File: config.mk
export PLATFORM = sky130hd
export DESIGN_NAME = uart_tx_fifo
export DESIGN_NICKNAME = d
export VERILOG_FILES = /design/src/rtl/uart_pkg.sv /design/src/rtl/uart_tx_fifo_sync_2ff.sv /design/src/rtl/uart_tx_fifo.sv
export SDC_FILE = /design/constraint.sdc
export NUM_CORES = 1
export LEC_CHECK = 0
export CAP_MARGIN = 10
export CORE_ASPECT_RATIO = 0.8
export CORE_MARGIN = 4
export CORE_UTILIZATION = 56
export CTS_BUF_LIST = sky130_fd_sc_hd__clkbuf_8
export DETAILED_ROUTE_END_ITERATION = 6
export PLACE_DENSITY = 0.87
export SYNTH_ARGS = -nofsm -noshare
export SYNTH_HDL_FRONTEND = slang
export SYNTH_SLANG_ARGS = --single-unit
File: constraint.sdc
create_clock -name clk -period 2.51 [get_ports clk]
set_input_delay 0.502 -clock clk [delete_from_list [all_inputs] [get_ports clk]]
set_output_delay 0.502 -clock clk [all_outputs]
set_load 0.01 [all_outputs]
File: src/rtl/uart_pkg.sv
// ---------------------------------------------------------------------------
// uart_pkg
// Shared definitions for the uart block and its helpers.
//   OVERSAMPLING_RATE  : receiver oversampling factor per bit period
//   DATA_BITS_DEFAULT  : default character width
//   STATE_*            : transmit-feeder FSM encodings
//   tx_feed_state_e    : enum used by uart_tx_fifo for its drain FSM
// ---------------------------------------------------------------------------
package uart_pkg;

    localparam int OVERSAMPLING_RATE = 16;
    localparam int DATA_BITS_DEFAULT = 8;

    localparam logic [1:0] STATE_IDLE  = 2'd0;
    localparam logic [1:0] STATE_START = 2'd1;
    localparam logic [1:0] STATE_DRAIN = 2'd2;

    typedef enum logic [1:0] {
        ST_IDLE  = STATE_IDLE,
        ST_START = STATE_START,
        ST_DRAIN = STATE_DRAIN
    } tx_feed_state_e;

endpackage

File: src/rtl/uart_tx_fifo_sync_2ff.sv
// ---------------------------------------------------------------------------
// sync_2ff
// Generic two-flop synchroniser for bringing a level signal from another
// clock domain into the clk domain. Both stages reset to zero.
//   clk      : destination clock
//   nrst_in  : asynchronous active-low reset
//   i_data   : asynchronous input level(s)
//   o_data   : synchronised copy, two clk edges behind i_data
// ---------------------------------------------------------------------------
module sync_2ff #(
    parameter int WIDTH = 1
) (
    input  logic             clk,
    input  logic             nrst_in,
    input  logic [WIDTH-1:0] i_data,
    output logic [WIDTH-1:0] o_data
);

    logic [WIDTH-1:0] r_meta;
    logic [WIDTH-1:0] r_sync;

    // First stage may go metastable; second stage gives it a full cycle
    // to settle before anything downstream looks at it.
    always_ff @(posedge clk or negedge nrst_in) begin
        if (!nrst_in) begin
            r_meta <= '0;
            r_sync <= '0;
        end else begin
            r_meta <= i_data;
            r_sync <= r_meta;
        end
    end

    assign o_data = r_sync;

endmodule

File: src/rtl/uart_tx_fifo.sv
// ---------------------------------------------------------------------------
// uart_tx_fifo
// Transmit buffer sitting in front of the uart TX path. Producers push bytes
// through a valid/ready port into a circular FIFO; a small FSM hands them to
// the serialiser one at a time, pacing on the serialiser's busy flag.
//   clk           : system clock (same clock as uart clk)
//   nrst_in       : asynchronous active-low reset
//   wr_data_in    : byte to enqueue
//   wr_valid_in   : write request, accepted when wr_ready_out is high
//   wr_ready_out  : FIFO not full
//   level_out     : number of stored entries, 0..DEPTH
//   empty_out     : FIFO empty
//   overflow_out  : one-cycle pulse after a write attempted while full
//   tx_data_out   : to uart tx_data_in
//   tx_start_out  : to uart data_rdy_in
//   tx_busy_in    : from uart tx_busy_out (may be in the baud domain)
// ---------------------------------------------------------------------------
module uart_tx_fifo
    import uart_pkg::*;
#(
    parameter int DATA_BITS = DATA_BITS_DEFAULT,
    parameter int DEPTH     = 16
) (
    input  logic                  clk,
    input  logic                  nrst_in,
    input  logic [DATA_BITS-1:0]  wr_data_in,
    input  logic                  wr_valid_in,
    output logic                  wr_ready_out,
    output logic [$clog2(DEPTH):0] level_out,
    output logic                  empty_out,
    output logic                  overflow_out,
    output logic [DATA_BITS-1:0]  tx_data_out,
    output logic                  tx_start_out,
    input  logic                  tx_busy_in
);

    localparam int PTR_W = $clog2(DEPTH);
    localparam logic [PTR_W:0] FULL_LEVEL = (PTR_W + 1)'(DEPTH);

    logic [DATA_BITS-1:0] r_mem [DEPTH];
    logic [PTR_W-1:0]     r_wrPtr;
    logic [PTR_W-1:0]     r_rdPtr;
    logic [PTR_W:0]       r_level;
    logic                 r_overflow;
    logic [DATA_BITS-1:0] r_txData;
    logic                 r_txStart;
    tx_feed_state_e       r_state;

    logic w_full;
    logic w_empty;
    logic w_push;
    logic w_pop;
    logic w_busySync;

    // Full is judged on the registered level only, so a write arriving while
    // full is refused even if a byte leaves on the same edge.
    assign w_full  = (r_level == FULL_LEVEL);
    assign w_empty = (r_level == '0);
    assign w_push  = wr_valid_in && !w_full;
    assign w_pop   = (r_state == ST_IDLE) && !w_empty;

    sync_2ff #(
        .WIDTH (1)
    ) u_busySync (
        .clk     (clk),
        .nrst_in (nrst_in),
        .i_data  (tx_busy_in),
        .o_data  (w_busySync)
    );

    // Storage is deliberately left unreset; the level counter decides what
    // is valid, so stale contents are never read out.
    always_ff @(posedge clk) begin
        if (w_push) begin
            r_mem[r_wrPtr] <= wr_data_in;
        end
    end

    // Pointers wrap naturally at DEPTH. The level counter is kept separately
    // so full and empty need no extra wrap bit on the pointers.
    always_ff @(posedge clk or negedge nrst_in) begin
        if (!nrst_in) begin
            r_wrPtr    <= '0;
            r_rdPtr    <= '0;
            r_level    <= '0;
            r_overflow <= 1'b0;
        end else begin
            if (w_push) begin
                r_wrPtr <= r_wrPtr + 1'b1;
            end
            if (w_pop) begin
                r_rdPtr <= r_rdPtr + 1'b1;
            end
            if (w_push && !w_pop) begin
                r_level <= r_level + 1'b1;
            end else if (w_pop && !w_push) begin
                r_level <= r_level - 1'b1;
            end
            r_overflow <= wr_valid_in && w_full;
        end
    end

    // Drain FSM. tx_start is held until the serialiser reports busy so the
    // slower baud-domain logic is sure to see it, then dropped well before
    // the character finishes so exactly one character goes out per pop.
    always_ff @(posedge clk or negedge nrst_in) begin
        if (!nrst_in) begin
            r_state   <= ST_IDLE;
            r_txData  <= '0;
            r_txStart <= 1'b0;
        end else begin
            case (r_state)
                ST_IDLE: begin
                    if (!w_empty) begin
                        r_txData  <= r_mem[r_rdPtr];
                        r_txStart <= 1'b1;
                        r_state   <= ST_START;
                    end
                end
                ST_START: begin
                    if (w_busySync) begin
                        r_txStart <= 1'b0;
                        r_state   <= ST_DRAIN;
                    end
                end
                ST_DRAIN: begin
                    if (!w_busySync) begin
                        r_state <= ST_IDLE;
                    end
                end
                default: begin
                    r_txStart <= 1'b0;
                    r_state   <= ST_IDLE;
                end
            endcase
        end
    end

    assign wr_ready_out = !w_full;
    assign level_out    = r_level;
    assign empty_out    = w_empty;
    assign overflow_out = r_overflow;
    assign tx_data_out  = r_txData;
    assign tx_start_out = r_txStart;

endmodule

==> out/metrics.yaml, run 1 <==
yosys:
  yosysTopAreaCell: "edfxtp_1"
  ys_types: 35
  synth_seq_area_share_pct: 71.8
  synthFlopType: "edfxtp_1"
  synthTopCellsByArea: "edfxtp_1 (61%), mux4_1 (11%), dfrtp_1 (11%)"
  syn_nets: 349
  synth-seq-cells: 155
  yosysWarnings: 0
  synthArstFlopShare_pct: 17.4
  netlist.area_leader.share_pct: 61.1
  synth_area_um2: 6290
  syn_inst: 326
  syn_area_per_cell_um2: 19.3
  synth_edf_count: 128
power_and_ir_drop:
  powerDensity_nw_per_um2: 1090
  p_seq_share_pct: 44.3
  switchingPower_uw: 2600
  power_frac_comb_pct: 34.5
  leakage_uw: 0.00260
  vdd_drop_max_mv: 0.727
  totalPowerFinal_uw: 7850
  power_frac_clock_pct: 21.2
  internal_power_uw: 5250
  swShare_pct: 33.1
grt:
  grt_use_total_pct: 19.9
  antenna_found_initial: 0
  overflow: 0
  grt_max_degree: 35
  grt_pass1_wl_um: 18800
  grt_pass1_vias: 3336
clock_network:
  root_buffer: "clkbuf_8"
  htreeDepth: 4
  cts_tree: "done"
  clk_path_buf_depth: 2
  worstSkewPairLatency_ns: 0.44
  cts_buffers: 17
  cts.sink_count: 155
  clkTransAtPathRegs_ns: 0.09
  ctsHoldBuffers: 0
detailed_routing:
  drc: 0
  wl_per_cell_um: 21.9
  wl_um: 11900
  dr.pass1.iters: 4
  drt_iter0_drc: 188
  ant_nets: 0
  vias: 3158
  vias_per_cell: 5.83
die:
  initial_core_util_pct: 57.6
  std_cell_rows: 34
  dieHeight_um: 103
  io-pin-count: 29
  core_um2: 10900
  chipWidth_um: 127
  die_area_um2: 13000
placed_design:
  numPortBuffers: 28
  hpwl_um: 7690
  globalplace.congestion: 0.861
timing:
  max_slew_margin_pct: 63.8
  clock_skew_ns: 0.0112
  fin_crit_sh_pct: 94.5
  final_hold_viol_count: 0
  slew_viol_final: 0
  tightest_slew_ns: 0.542
  final.setup.tns_ns: 0
  fmax_mhz: 422
  setup_violations: 0
  rsz0062_at_grt: "no"
  post-route-min-period_ns: 2.37
setup_path:
  cp_slowest_cell: "dfrtp_2"
  cpMostUsedCell: "inv_2"
  critPathLaunchType: "flop"
  worstPathArrival_ns: 2.74
  endpoint_kind: "flop"
  crit_fanout: 6
  cp_slowest_stage_delay_ns: 0.44
  path_class: "flop to flop"
  cp_top_family: "simple AND/OR/NAND/NOR gates"
  cp.required_ns: 2.88
  crit_chain: "nor4_4 -> and2b_2 -> nor3_4 -> inv_2 -> ha_4 -> inv_2 -> ha_1 -> a21o_1 -> a21oi_2 -> mux2i_1 -> xnor2_1"
  critPathBufInv: 2
status:
  status: "finished clean"
layout:
  diodes: 0
  syn2layout_area_growth_pct: 15.0
  final_nets: 408
  final_common_cell: "edfxtp_1"
  multiInputGateArea_um2: 1660
  mostFrequentLayoutCells: "edfxtp_1 (128), mux4_1 (27), clkdlybuf4s50_1 (27), buf_4 (27), nand2_1 (26)"
  drive_gt1_share_pct: 19.1
  nFillCells: 711
  ff_latch_area_um2: 4520
job:
  max_cap_violations: 0
min_path:
  hold_class: "flop to flop"
power by group through the flow:
| stage | sequential, µW | combinational [µW] | clock, µW |
|---|---|---|---|
| finish | 3480 | 2710 | 1670 |
| global route | 3520 | 2940 | 1830 |
| CTS | 3490 | 2690 | 1700 |
| detailed placement | 3550 | 2670 | 0 |
| global placement | 3500 | 2550 | 0 |
| floorplan | 3490 | 1860 | 0 |
cell families (layout without fill, tap and decap cells):
group	Yosys count	count (layout)	synth area share (%)
multiplexers	49	49	15.8
adder cells (fa/ha/maj)	11	11	2.31
AND/OR/NAND/NOR	61	61	4.53
XOR/XNOR	10	10	1.39
buffers and inverters	23	95	2.27
flip-flops	155	155	71.8
AO/OA/AOI/OAI	17	17	1.91
per-stage QoR:
stage                     hold WS [ns]  instance area, µm²  instances  utilization, %  setup WS [ns]
after floorplan                  0.206                6320        326               -         0.0343
after global placement           0.343                6860        506            62.7         0.0571
after detailed placement         0.344                6860        506            62.7         0.0229
after CTS                        0.357                7210        539            66.0         0.0122
after global routing             0.371                7240        542            66.2         0.0178
final                            0.354                7240        542            66.2          0.138
area by class of cell:
| cell class | count | area share (%) |
|---|---|---|
| inverter | 7 | 0.363 |
| clock inverter | 15 | 1.59 |
| multi-input combinational | 148 | 22.9 |
| tap | 144 | 2.49 |
| clock buffer | 17 | 3.23 |
| timing repair buffer | 56 | 6.93 |
| sequential | 155 | 62.5 |
worst paths after layout:
kind | to | slack [ns] | depth (start not counted) | startpoint
max reg2reg | level_out[4] | 0.14 | 11 | level_out[1]
max | level_out[4] | 0.14 | 11 | level_out[1]
max in group asynchronous | level_out[2] | 1.79 | 2 | nrst_in
min in group asynchronous | level_out[3] | 0.44 | 2 | nrst_in
min | u_busySync.o_data | 0.35 | 0 | u_busySync.r_meta
min reg2reg | u_busySync.o_data | 0.35 | 0 | u_busySync.r_meta
registers in the layout (all words and copies together) (netlist names):
signal and cells:
u_busySync.r_meta 1, r_wrPtr 4, r_state 2, tx_start_out 1, u_busySync.o_data 1, tx_data_out 8, level_out 5, r_mem 128
overflow_out 1, r_rdPtr 4
per-layer routing:
layer  routed length (µm)  global-route usage [%]  up-vias  share of wire [%]
met2                 5950                    32.4       97                 50
met3                  716                    5.90       15                6.0
met4                  114                    5.61        0               0.96
met1                 5080                    26.8     1625                 43
met5                    0                       0        -                  0
li1                     -                       -     1421                  -
synthesized netlist by cell type (all sizes together), types with 2 or more instances:
cell type,number
clkbuf,4
nor2,17
dfrtp,27
a21oi,2
nand4,2
xor2,2
o21ai,5
buf,12
mux4,32
mux2i,17
ha,10
o221ai,8
inv,7
nand2b,3
edfxtp,128
nor3,5
xnor2,8
nand2,27
and2,2
timing repair:
item / 4_1_cts / 5_1_grt
pin swaps: 0 / 1
setup buffers: 1 / 3
gates resized for setup: 1 / 3
endpoints found under the setup margin: 2 / 1
Note: power is estimated with default switching activity, not from simulation.
==> run 2, diff against run 1 <==
Settings changed: CELL_PAD_IN_SITES_DETAIL_PLACEMENT from default to 1, CELL_PAD_IN_SITES_GLOBAL_PLACEMENT from default to 2, CORE_MARGIN 4 to default, CORE_UTILIZATION 56 to 44.
==> out/metrics.yaml, run 2 (synthesis gave the netlist of run 1 again) <==
timing:
  fmax_mhz: 407
  final_hold_viol_count: 0
  post-route-min-period_ns: 2.46
  fin_crit_sh_pct: 98.0
  clock_skew_ns: 0.0106
  setup_ws_ns: 0.0503
  max_slew_margin_pct: 56.5
  setup_violations: 0
  rsz0062_at_grt: "yes"
  tightest_slew_ns: 0.651
  slew_viol_final: 0
detailed_routing:
  drc: 0
  vias: 3214
  wl_um: 13400
  wl_per_cell_um: 22.9
  vias_per_cell: 5.48
  dr.pass1.iters: 4
  drt_iter0_drc: 205
  ant_nets: 0
layout:
  drive_gt1_share_pct: 20.4
  utilization_pct: 54.2
  final_area_um2: 7450
  final_common_cell: "edfxtp_1"
  syn2layout_area_growth_pct: 18.3
  largest_register_ffs: 128
  final_nets: 416
  largest-register: "r_mem"
  mostFrequentLayoutCells: "edfxtp_1 (128), buf_4 (35), mux4_1 (27), clkdlybuf4s50_1 (27), nand2_1 (26)"
  diodes: 0
clock_network:
  clkTransAtPathRegs_ns: 0.08
  ctsHoldBuffers: 0
  htreeDepth: 4
  clk_path_buf_depth: 2
  worstSkewPairLatency_ns: 0.45
  root_buffer: "clkbuf_8"
  cts.sink_count: 155
  cts_buffers: 17
  cts_tree: "done"
power_and_ir_drop:
  leakage_uw: 0.00270
  powerDensity_nw_per_um2: 1120
  vdd_drop_max_mv: 0.483
setup_path:
  crit_chain: "nor4_4 -> and2b_2 -> nor3_4 -> inv_2 -> ha_4 -> clkinvlp_4 -> ha_4 -> a21o_1 -> a21oi_2 -> mux2i_1 -> xnor2_1"
  worstPathArrival_ns: 2.84
  r2r_slack_ns: 0.05
  cp_slowest_cell: "dfrtp_2"
  cp.required_ns: 2.89
  critPathLaunchType: "flop"
  cp_slowest_stage_delay_ns: 0.45
  rr_worst_depth: 11
  cpMostUsedCell: "ha_4"
  r2r_start: "level_out[1]"
  r2r_end: "level_out[4]"
  path_class: "flop to flop"
  crit_fanout: 6
  endpoint_kind: "flop"
placed_design:
  dp_slack_ns: -0.0241
  hpwl_um: 8590
  numPortBuffers: 28
  place_area_um2: 6960
  globalplace.congestion: 0.750
die:
  core_um2: 13700
  std_cell_rows: 38
  chipWidth_um: 136
  dieHeight_um: 109
  initial_core_util_pct: 45.8
  die_area_um2: 14800
  io-pin-count: 29
grt:
  grt_pass1_vias: 3452
  grt_max_degree: 35
  grt_use_total_pct: 19.9
  overflow: 0
  grt_pass1_wl_um: 20400
  antenna_found_initial: 0
min_path:
  hold_class: "flop to flop"
  hp-start: "u_busySync.r_meta"
  hold_depth: 0
  hold_end: "u_busySync.o_data"
status:
  status: "finished clean"
job:
  max_cap_violations: 0
run 2: final cells by class:
cell class | count | area, µm²
repair buffers | 64 | 562
well taps | 180 | 225
clock inverters | 9 | 115
flip-flops and latches | 155 | 4520
inverters | 7 | 30.0
clock buffers | 23 | 317
multi-input cells | 148 | 1670
fillers | 1242 | 6290
run 2: how the worst max path moves through the flow:
stage	startpoint	to	slack [ns]	depth (start not counted)
global placement	wr_valid_in	level_out[4]	0.04	9
finish	level_out[1]	level_out[4]	0.05	11
floorplan	level_out[2]	level_out[4]	0.03	12
detailed placement	wr_valid_in	level_out[4]	-0.02	9
global route	level_out[1]	level_out[4]	-0.08	11
CTS	level_out[2]	level_out[4]	0.006	11
run 2: where the power goes:
group / total (µW) / leakage [µW] / switching [µW] / internal (µW)
Clock: 1990 / 0.000226 / 867 / 1130
Combinational: 2900 / 0.000990 / 1500 / 1410
Sequential: 3480 / 0.00148 / 263 / 3210
run 2: what timing repair did:
action / CTS / global route
pin swaps: 0 / 3
gates resized for setup: 2 / 6
setup endpoints to repair: 2 / 2
buffers inserted: 2 / 3
run 2: critical path, delay by kind of cell, from the launching register on:
kind,cells,cell delay (ns)
AND/OR/NAND/NOR,3,0.59
flip-flops,1,0.45
adder cells (fa/ha/maj),2,0.42
AO/OA/AOI/OAI,2,0.31
buffers and inverters,2,0.24
multiplexers,1,0.23
XOR/XNOR,1,0.14
run 2: stage by stage:
step | cells | hold WS [ns] | total power (µW) | TNS (ns)
after floorplan | 326 | 0.206 | 5360 | 0
after global placement | 549 | 0.336 | 6180 | 0
after detailed placement | 549 | 0.344 | 6350 | -0.0241
after CTS | 583 | 0.362 | 8360 | 0
after global routing | 586 | 0.376 | 8790 | -0.104
final | 586 | 0.360 | 8370 | 0
run 2: routing by layer:
metal	vias to the layer above	GRT usage, %	wire length, µm	share of wire [%]
met5	-	0	0	0
met2	51	32.4	6600	49
met3	16	4.83	475	3.5
met1	1709	26.0	6160	46
met4	0	7.62	159	1.2
li1	1438	-	-	-
==> run 3, diff against run 2 <==
Settings changed: SKIP_CTS_REPAIR_TIMING from default to 1.
==> out/metrics.yaml, run 3 (synthesis gave the netlist of run 1 again) <==
status:
  status: "finished clean"
clock_network:
  cts_buffers: 17
  root_buffer: "clkbuf_8"
  htreeDepth: 4
  worstSkewPairLatency_ns: 0.45
  cts_tree: "done"
  clk_path_buf_depth: 2
  clkTransAtPathRegs_ns: 0.08
  cts.sink_count: 155
power_and_ir_drop:
  powerDensity_nw_per_um2: 1120
  totalPowerFinal_uw: 8340
  leakage_uw: 0.00269
  vdd_drop_max_mv: 0.481
timing:
  setup_violations: 0
  post-route-min-period_ns: 2.42
  tightest_slew_ns: 0.670
  clock_skew_ns: 0.00890
  rsz0062_at_grt: "yes"
  fin_crit_sh_pct: 96.5
  max_slew_margin_pct: 55.2
  fmax_mhz: 413
  slew_viol_final: 0
  final_hold_viol_count: 0
  hold-worst-slack_ns: 0.358
layout:
  largest-register: "r_mem"
  nFillCells: 1244
  largest_register_ffs: 128
  drive_gt1_share_pct: 19.9
  mostFrequentLayoutCells: "edfxtp_1 (128), buf_4 (32), mux4_1 (27), clkdlybuf4s50_1 (27), nand2_1 (26)"
  utilization_pct: 54.1
  final_area_um2: 7430
  diodes: 0
  layoutNonFillerInstCount: 583
  syn2layout_area_growth_pct: 18.0
  final_nets: 413
  final_common_cell: "edfxtp_1"
die:
  io-pin-count: 29
  chipWidth_um: 136
  initial_core_util_pct: 45.8
  core_um2: 13700
  dieHeight_um: 109
  std_cell_rows: 38
  die_area_um2: 14800
placed_design:
  place_area_um2: 6960
  globalplace.congestion: 0.750
  hpwl_um: 8590
  dp_cells: 549
  numPortBuffers: 28
setup_path:
  cp.required_ns: 2.89
  path_class: "flop to flop"
  crit_chain: "nor4_4 -> and2b_2 -> nor3_4 -> inv_2 -> ha_4 -> clkinvlp_4 -> ha_4 -> a21o_1 -> a21oi_2 -> mux2i_1 -> xnor2_1"
  cpMostUsedCell: "ha_4"
  cp_slowest_cell: "dfrtp_2"
  critPathLaunchType: "flop"
  cp_top_family: "simple AND/OR/NAND/NOR gates"
  worstPathArrival_ns: 2.80
  cp_slowest_stage_delay_ns: 0.43
  rr_worst_depth: 11
  cp_num_cells: 11
  crit_fanout: 6
  endpoint_kind: "flop"
  critPathBufInv: 2
grt:
  overflow: 0
  grt_pass1_wl_um: 20400
  antenna_found_initial: 0
  grt_max_degree: 35
  grt_use_total_pct: 19.9
  grt_pass1_vias: 3446
detailed_routing:
  dr.pass1.iters: 6
  drt_iter0_drc: 235
  drc: 0
  wl_per_cell_um: 22.9
  vias_per_cell: 5.52
  wl_um: 13400
  ant_nets: 0
  vias: 3217
job:
  max_cap_violations: 0
min_path:
  hold_class: "flop to flop"
  hold_depth: 0
==> run 3: cell count changes in the layout (fill, tap and decap cells not counted) <==
cell,delta
buf_4,-3
dlygate4sd2_1,-1
dlymetal6s2s_1,+1
==> run 3: report_power, final <==
part | switching, µW | internal [µW] | total [µW]
Sequential | 261 | 3210 | 3470
Clock | 865 | 1130 | 1990
Combinational | 1490 | 1380 | 2870
==> run 3: stage by stage <==
step	TNS, ns	setup WS, ns
after floorplan	0	0.0343
after global placement	0	0.0382
after detailed placement	-0.0241	-0.0241
after CTS	-0.0765	-0.0511
after global routing	-0.0454	-0.0454
final	0	0.0874
==> run 3: path summary, 6_finish.rpt <==
path                                    from           endpoint  slack, ns
min reg2reg                u_busySync.r_meta  u_busySync.o_data       0.36
min in group asynchronous            nrst_in         r_rdPtr[2]       0.44
max reg2reg                     level_out[0]       level_out[4]       0.09
max in group asynchronous            nrst_in       level_out[0]       1.75
min                        u_busySync.r_meta  u_busySync.o_data       0.36
max                             level_out[0]       level_out[4]       0.09
==> run 3: cell type report <==
cell class	count	area [µm²]	share of cell area, %
Clock buffer	23	317	4.26
Clock inverter	9	115	1.55
Inverter	7	30.0	0.404
Multi-Input combinational cell	148	1670	22.5
Sequential cell	155	4520	60.9
Tap cell	180	225	3.03
Timing Repair Buffer	61	543	7.31
==> run 3: metal layers <==
metal  wire length (µm)  up-vias  track usage, %
li1                   -     1428               -
met1               6100     1711            25.9
met2               6600       62            32.3
met3                502       16            4.83
met4                157        0            7.62
met5                  0        -               0
